[src/rtl/ir_sequencer.sv]
// Multi-cycle instruction sequencer: Moore stage strobes, retire and
// active-cycle counters, run-complete flag.
module ir_sequencer #(
   parameter int DataSize = 32,
   parameter int InsSize  = 64,
   parameter int CntSize  = 16
) (
   input  logic                clock,
   input  logic                reset,
   input  logic                start,
   input  logic [CntSize-1:0]  total_ir,
   input  logic [DataSize-1:0] ir,
   input  logic                im_ready,
   input  logic                dm_ready,
   output logic                enable_im_fetch,
   output logic                enable_reg_read,
   output logic                enable_alu_execute,
   output logic                enable_dm_fetch,
   output logic                enable_dm_write,
   output logic                enable_reg_write,
   output logic                enable_bj,
   output logic [DataSize-1:0] ir_latched,
   output logic [2:0]          state,
   output logic [InsSize-1:0]  Ins_cnt,
   output logic [InsSize-1:0]  cycle_cnt,
   output logic                exe_ir_done
);

   typedef enum logic [2:0] {
      IDLE   = 3'd0,
      FETCH  = 3'd1,
      DECODE = 3'd2,
      EXEC   = 3'd3,
      MEM    = 3'd4,
      WB     = 3'd5,
      PCUPD  = 3'd6,
      DONE   = 3'd7
   } state_e;

   state_e              state_q, state_d;
   logic [DataSize-1:0] ir_q, ir_d;
   logic [InsSize-1:0]  ins_q, ins_d;
   logic [InsSize-1:0]  cyc_q, cyc_d;
   logic [InsSize-1:0]  ins_inc, tot_ext;
   logic [CntSize-1:0]  tot_q, tot_d;

   logic [5:0] opcode;
   logic [7:0] sub8;
   logic [4:0] sub5;
   logic [4:0] imm5;
   logic       is_load, is_store, is_branch, is_nop;

   assign opcode = ir_q[30:25];
   assign sub8   = ir_q[7:0];
   assign sub5   = ir_q[4:0];
   assign imm5   = ir_q[14:10];

   assign is_load   = (opcode == 6'b000010) ||
                      (opcode == 6'b011100 && sub8 == 8'b00000010);
   assign is_store  = (opcode == 6'b001010) ||
                      (opcode == 6'b011100 && sub8 == 8'b00001010);
   assign is_branch = (opcode == 6'b100110) || (opcode == 6'b100100);
   assign is_nop    = (opcode == 6'b100000) && (sub5 == 5'b01001) &&
                      (imm5 == 5'd0);

   // both counters stick at all-ones instead of wrapping
   assign ins_inc = (&ins_q) ? ins_q : ins_q + InsSize'(1);
   assign tot_ext = InsSize'(tot_q);

   always_comb begin
      state_d = state_q;
      ir_d    = ir_q;
      ins_d   = ins_q;
      tot_d   = tot_q;
      cyc_d   = cyc_q;
      if (state_q != IDLE && state_q != DONE && !(&cyc_q)) begin
         cyc_d = cyc_q + InsSize'(1);
      end
      unique case (state_q)
         IDLE, DONE: begin
            if (start) begin
               tot_d   = total_ir;
               ins_d   = '0;
               cyc_d   = '0;
               state_d = (total_ir == '0) ? DONE : FETCH;
            end
         end
         FETCH: begin
            if (im_ready) begin
               ir_d    = ir;
               state_d = DECODE;
            end
         end
         DECODE: state_d = is_nop ? PCUPD : EXEC;
         EXEC: begin
            if (is_load || is_store) begin
               state_d = MEM;
            end else if (is_branch) begin
               state_d = PCUPD;
            end else begin
               state_d = WB;
            end
         end
         MEM: begin
            if (dm_ready) begin
               state_d = is_load ? WB : PCUPD;
            end
         end
         WB: state_d = PCUPD;
         PCUPD: begin
            ins_d   = ins_inc;
            state_d = (ins_inc >= tot_ext) ? DONE : FETCH;
         end
      endcase
   end

   always_ff @(posedge clock) begin
      if (reset) begin
         state_q <= IDLE;
         ir_q    <= '0;
         ins_q   <= '0;
         cyc_q   <= '0;
         tot_q   <= '0;
      end else begin
         state_q <= state_d;
         ir_q    <= ir_d;
         ins_q   <= ins_d;
         cyc_q   <= cyc_d;
         tot_q   <= tot_d;
      end
   end

   assign enable_im_fetch    = (state_q == FETCH);
   assign enable_reg_read    = (state_q == DECODE);
   assign enable_alu_execute = (state_q == EXEC);
   assign enable_dm_fetch    = (state_q == MEM) && is_load;
   assign enable_dm_write    = (state_q == MEM) && is_store;
   assign enable_reg_write   = (state_q == WB);
   assign enable_bj          = (state_q == PCUPD) && is_branch;
   assign exe_ir_done        = (state_q == DONE);
   assign state              = state_q;
   assign ir_latched         = ir_q;
   assign Ins_cnt            = ins_q;
   assign cycle_cnt          = cyc_q;

endmodule

[config.mk]
export PLATFORM = sky130hd
export DESIGN_NAME = ir_sequencer
export DESIGN_NICKNAME = d
export VERILOG_FILES = /design/src/rtl/ir_sequencer.sv
export SDC_FILE = /design/constraint.sdc
export NUM_CORES = 1
export LEC_CHECK = 0
export ABC_AREA = 1
export CAP_MARGIN = 40
export CELL_PAD_IN_SITES_DETAIL_PLACEMENT = 1
export CELL_PAD_IN_SITES_GLOBAL_PLACEMENT = 2
export CORE_UTILIZATION = 27
export CTS_CLUSTER_DIAMETER = 100
export DETAILED_ROUTE_END_ITERATION = 7
export HOLD_SLACK_MARGIN = 0.05
export PLACE_DENSITY = 0.9
export SLEW_MARGIN = 20
export SYNTH_ARGS = -nofsm -noshare
export SYNTH_HDL_FRONTEND = slang
export SYNTH_SLANG_ARGS = --single-unit
[constraint.sdc]
create_clock -name clock -period 4.25 [get_ports clock]
set_clock_uncertainty 0.2 [all_clocks]
set_input_delay 0.6375 -clock clock [delete_from_list [all_inputs] [get_ports clock]]
set_output_delay 0.6375 -clock clock [all_outputs]
set_load 0.01 [all_outputs]
[Word-level counts from Yosys, hierarchy flattened]
Cells that the tools add are included.
Operators by class
  reductions and logical operators: 26
  multiplexer cells: 16
  add/subtract/negate cells: 2
  magnitude comparators: 1
  eq/ne operators: 20
Operators by type and width (count)
  $mux W64: 5
  $add A64 B1 Y64 const B: 2
  $pmux W64 S2: 1
  $reduce_and A64 Y1: 2
  $ge A64 B16 Y1: 1
  $pmux W3 S7: 1
  $eq A6 B6 Y1 const B: 3
  $mux W3: 6
  $logic_not A16 Y1: 1
  $eq A3 B3 Y1 const B: 4
  $logic_and A1 B1 Y1: 9
  $eq A8 B2 Y1 const B: 1
  $eq A8 B4 Y1 const B: 1
  $eq A3 B2 Y1 const B: 2
  $eq A6 B2 Y1 const B: 1
  $eq A6 B4 Y1 const B: 1
  $eq A6 B5 Y1 const B: 1
  $mux W2: 3
  $ne A2 B2 Y1 const B: 3
  $reduce_and A2 Y1: 3
  $eq A5 B4 Y1 const B: 1
  $logic_not A5 Y1: 1
  $logic_or A1 B1 Y1: 4
  $eq A3 B1 Y1 const B: 1
  other kinds (7): 7
Storage, ports and cells
  output and inout bits: 171
  register bits: 179
  word-level logic and storage cells: 70
  bits of input ports: 53

[Logic depth before layout (Yosys ltp)]
  depth after elaboration: 6
  depth in mapped cells: 30
  depth with buffers taken out: 30

[Worst setup path before layout]
No wires, ideal clock.
  path kind: reg-to-reg
  start: reg ins_q[0], in the netlist Ins_cnt[0]
  end: reg state_q[1], in the netlist state[1]
  data required time: 3941 ps
  library setup time: 109 ps
  arrival time: 3208 ps
  path slack: 733 ps
  clock period less this slack: 3517 ps
  stages on the path, launching flop included: 27
  cell sequence: dfxtp_1 ha_1 inv_2 nor2_8 nand2_4 nor2_8 nand2_4 inv_2 nand2_2 buf_2 buf_1 nand2_1 ha_1 a21oi_1 nor2_1 a211oi_1 nor2_1 nor2_1 nand3_1 nor2_1 nand3_1 nor2_1 nand2_1 nand2_1 nand4_1 nand2_1 inv_1
On the way
  word-level cells in the longest chain between the ends: 5
Ends and longest elaborated chain
  start: declaration: line 42  | logic [InsSize-1:0] ins_q, ins_d;
  start signal: assignment: line 127  | ins_q <= ins_d;
  $add A64 B1 Y64 / $reduce_and A64 Y1 (equally long branches): line 67  | assign ins_inc = (&ins_q) ? ins_q : ins_q + InsSize'(1);
  $mux W64 (*): line 67
  $ge A64 B16 Y1 (*): line 112  | state_d = (ins_inc >= tot_ext) ? DONE : FETCH;
  $mux W3 (*): line 112
  $pmux W3 S7 (*): line 79  | unique case (state_q)
  end signal: assignment: line 125  | state_q <= state_d;
  end: declaration: line 40  | state_e state_q, state_d;
Mark *: on every way between the ends. The rest lies on a longest branch, timed or not.
A chain may end at the register's enable or synchronous reset.

[Final worst setup path]
  start: reg ins_q[37], in the netlist Ins_cnt[37]
  end: reg state_q[1], in the netlist state[1]
The elaborated chain is that of the path after synthesis.

==> metrics.md <==
| Metric | Value |
|---|---|
| Status | finished, final reports clean |
| Mean Syn Cell Area | 6.25 sq um |
| Reg2reg end | state[1]$_SDFFE_PP0P_ |
| Starting Density | between 20% and 30% |
| Gate Count Post-Synth | 1768 |
| Startpoint types | register |
| Fmax | roughly 0.27 GHz |
| Worst rel slew slack | 44.9% |
| Post-DP HPWL | approximately 37000 um |
| Switch Pwr | 1.97 mW |
| Async set-reset flop share out of synthesis | 0% |
| Worst-Margin Slew | between 0.8 and 0.9 ns |
| Post_cts resized | 0 |
| RSZ-0062 raised after global routing | false |
| Syn Nets | between 1500 and 2000 |
| Initial antenna violation count | 0 |
| CTS root buffer | clkbuf_16 |
| Sw frac | between 30% and 40% |
| Worst r2r path cells | 28 |
| CTS max path bufs | 2 |
| Register Area | 3580 sq um |
| Final setup TNS | 0 ns |
| CTS tree | done |
| HP Class | reg2reg |
| CP startpoint | Ins_cnt[37]$_SDFFE_PP0P_ |
| Commonest cells after routing, fill and taps aside | 528 x nand2_1, 260 x nor2_1, 222 x clkdlybuf4s50_1 |
| Number of global-route vias before repair | 12500 |
| Final Slew Violations | 0 |
| Clock power frac | between 30 and 40% |
| Total Routed Length | roughly 46000 um |
| Lkg Pwr | between 5 and 6 nW |
| Seq pwr share | 36.9% |
| Fraction of layout cells with a size suffix above 1 | 6.49% |
| Cell Area, Synth | 11100 sq um |
| Area growth syn-to-layout | 31.5% |
| PortBufs | 223 |
| Yosys reg bits | 179 |
| Crit path kind | reg2reg |
| FP Rows | between 70 and 80 |
| Crit path DAT | ~4 ns |
| Setup slack on the worst flop-to-flop path | 0.54 ns |
| Most frequent CP cell | nand2_1 |
| Gpl congestion | 0.931 |
| Io pins | ~220 |
| Post-synthesis cell type count | 49 |
| Worst hold path endpoint | ir_latched[9]$_SDFFE_PP0P_ |
| Antenna Diode Count | 0 |
| Commonest non-fill, non-tap cell in the layout | nand2_1 |
| Power Internal | 3.41 mW |
| Overflow after GRT | 0 |
| Maximum vdd drop | about 280 uV |
| Critical path's largest stage delay | approximately 0.44 ns |
| Antenna Violating Nets Remaining | 0 |
| # nets final | ~2000 |
| 1st-iter DRT viols | a little under 700 |
| First-pass GRT wire length | between 70000 and 80000 um |
| Post-synth EDFFs | 0 |
| Ys Warns | 0 |
| Sequential-to-total area share from yosys stat | about a third |
| Max-Cap Viols | 0 |
| Pwr dens | between 300 and 400 nW/um^2 |
| Min Hold Slack | 0.264 ns |
| Worst-path clk slew | ~0.080 ns |
| Fin crit share | between 80% and 90% |
| Routed via count | between 10000 and 15000 |
| CTS Buf Count | 17 |
| Data required, critical path | between 4 and 5 ns |
| Hold path cells | 2 |
| CP max stage cell | dfxtp_1 |
| Hold_buf cts | 0 |
| Synth Flop Type | dfxtp_1 |
| Tmin final | 3.71 ns |
| Routed wire per std cell | about 18 um |
| Largest net degree at the start of global routing | 66 |
| Die X | between 200 and 250 um |
| Final core utilization | between 30% and 40% |
| Gr usage total | about 22% |
| Worst-path maximum fanout | 14 |
| DRT Pass-1 Iters | 7 |
| CORE AREA | 40100 sq um |
| # fillers | slightly above 5000 |
| Worst setup EP type | register |
| Post-CTS setup buffer count | 0 |
| Die ar. | 41800 sq um |
| Min-delay src | ir_latched[9]$_SDFFE_PP0P_ |
| FF-to-FF Start | Ins_cnt[37]$_SDFFE_PP0P_ |
| Clock sink total | around 180 |
| Setup violators final | 0 |
| Vias/cell | approximately 4.9 |
| Final hold violations | 0 |
| Area occupied by multi-input gates | 6590 sq um |
| Remaining DRCs | 0 |
| Comb pwr share | 29.8% |
| Depth of the CTS H-tree | 4 |
| Clock latency on the worst-skew pair | between 0.4 and 0.5 ns |
| Die height | around 200 um |
==> worst max-delay path, delay by kind of cell, from the launching register on <==
family	cells	cell delay, ns
XOR/XNOR	1	0.31
flip-flops	1	0.44
buffers and inverters	3	0.21
AND/OR/NAND/NOR	23	2.24
adder cells (fa/ha/maj)	1	0.20
==> flip-flops by register name, summed over array words and instances, names as in the netlist <==
name / count
state: 3
Ins_cnt: 64
cycle_cnt: 64
ir_latched: 32
tot_q: 16
==> power by group through the flow <==
| stage | Combinational (mW) | Clock, mW | Sequential (mW) |
|---|---|---|---|
| floorplan | 0.922 | 0 | 2.02 |
| global placement | 1.58 | 0 | 2.02 |
| detailed placement | 1.63 | 0 | 2.02 |
| CTS | 1.63 | 1.85 | 1.98 |
| global route | 1.78 | 1.90 | 2.01 |
| finish | 1.61 | 1.79 | 1.99 |
==> layer usage <==
| layer | track usage (%) | up-vias | wire length [um] |
|---|---|---|---|
| met5 | 0 | - | 0 |
| met4 | 7.09 | 0 | 866 |
| met3 | 4.23 | 44 | 2450 |
| met2 | 35.9 | 269 | 21200 |
| met1 | 29.8 | 5948 | 21500 |
| li1 | - | 6169 | - |
==> cell usage after synthesis (3+ instances only) <==
cell type,instances,share of area [%]
o21ai_1,7,0.32
dfxtp_1,179,32
clkinv_1,5,0.17
and3_1,3,0.17
xnor2_1,12,0.95
nor2_1,263,8.9
buf_2,15,0.68
ha_1,18,2.0
nor3_1,50,2.3
nand2_4,4,0.41
nand3_1,75,3.4
or2_2,6,0.34
nor2_4,9,0.92
nor2_2,20,1.1
nor3_2,5,0.45
clkbuf_1,33,1.1
nand2_1,528,18
inv_2,10,0.34
o21bai_1,7,0.48
a211oi_1,37,2.5
nand4_1,59,3.3
nor4_1,16,0.91
o21ai_0,38,1.7
a21oi_1,129,5.8
xor2_1,25,2.0
o21a_1,6,0.41
nand2_2,11,0.62
inv_1,166,5.6
buf_1,3,0.10
==> cells by family after synthesis <==
| group | Yosys count | share of synthesized area [%] |
|---|---|---|
| AOI/OAI and AO/OA | 236 | 12.2 |
| and+or+nand+nor | 1064 | 42.3 |
| buffers and inverters | 234 | 8.18 |
| xor gates and xnor gates | 37 | 2.93 |
| DFF | 179 | 32.4 |
| adders and majority gates | 18 | 2.04 |
==> metrics by stage <==
stage / setup slack (ns) / cells / power (mW) / area [sq um]
after floorplan: 0.733 / 1768 / 2.94 / 11100
after global placement: 0.703 / 2480 / 3.60 / 13900
after detailed placement: 0.609 / 2482 / 3.65 / 13900
after CTS: 0.578 / 2514 / 5.47 / 14500
after global routing: 0.113 / 2514 / 5.68 / 14500
final: 0.539 / 2514 / 5.38 / 14500
==> cell type report <==
cell class                      instances  area share, %
Timing Repair Buffer                  242           16.5
Sequential cell                       179           24.6
Tap cell                              525           4.52
Clock inverter                         14           1.39
Clock buffer                           18           3.02
Inverter                              181           4.67
Multi-Input combinational cell       1355           45.3
==> how the worst max path moves through the flow <==
stage | endpoint | slack [ns]
after floorplan | state[1]$_SDFFE_PP0P_ | 0.73
after global placement | state[1]$_SDFFE_PP0P_ | 0.70
after detailed placement | state[1]$_SDFFE_PP0P_ | 0.61
after CTS | state[1]$_SDFFE_PP0P_ | 0.58
after global routing | state[2]$_SDFFE_PP0P_ | 0.11
final | state[1]$_SDFFE_PP0P_ | 0.54
No activity file was read; power rests on OpenSTA's default activity.
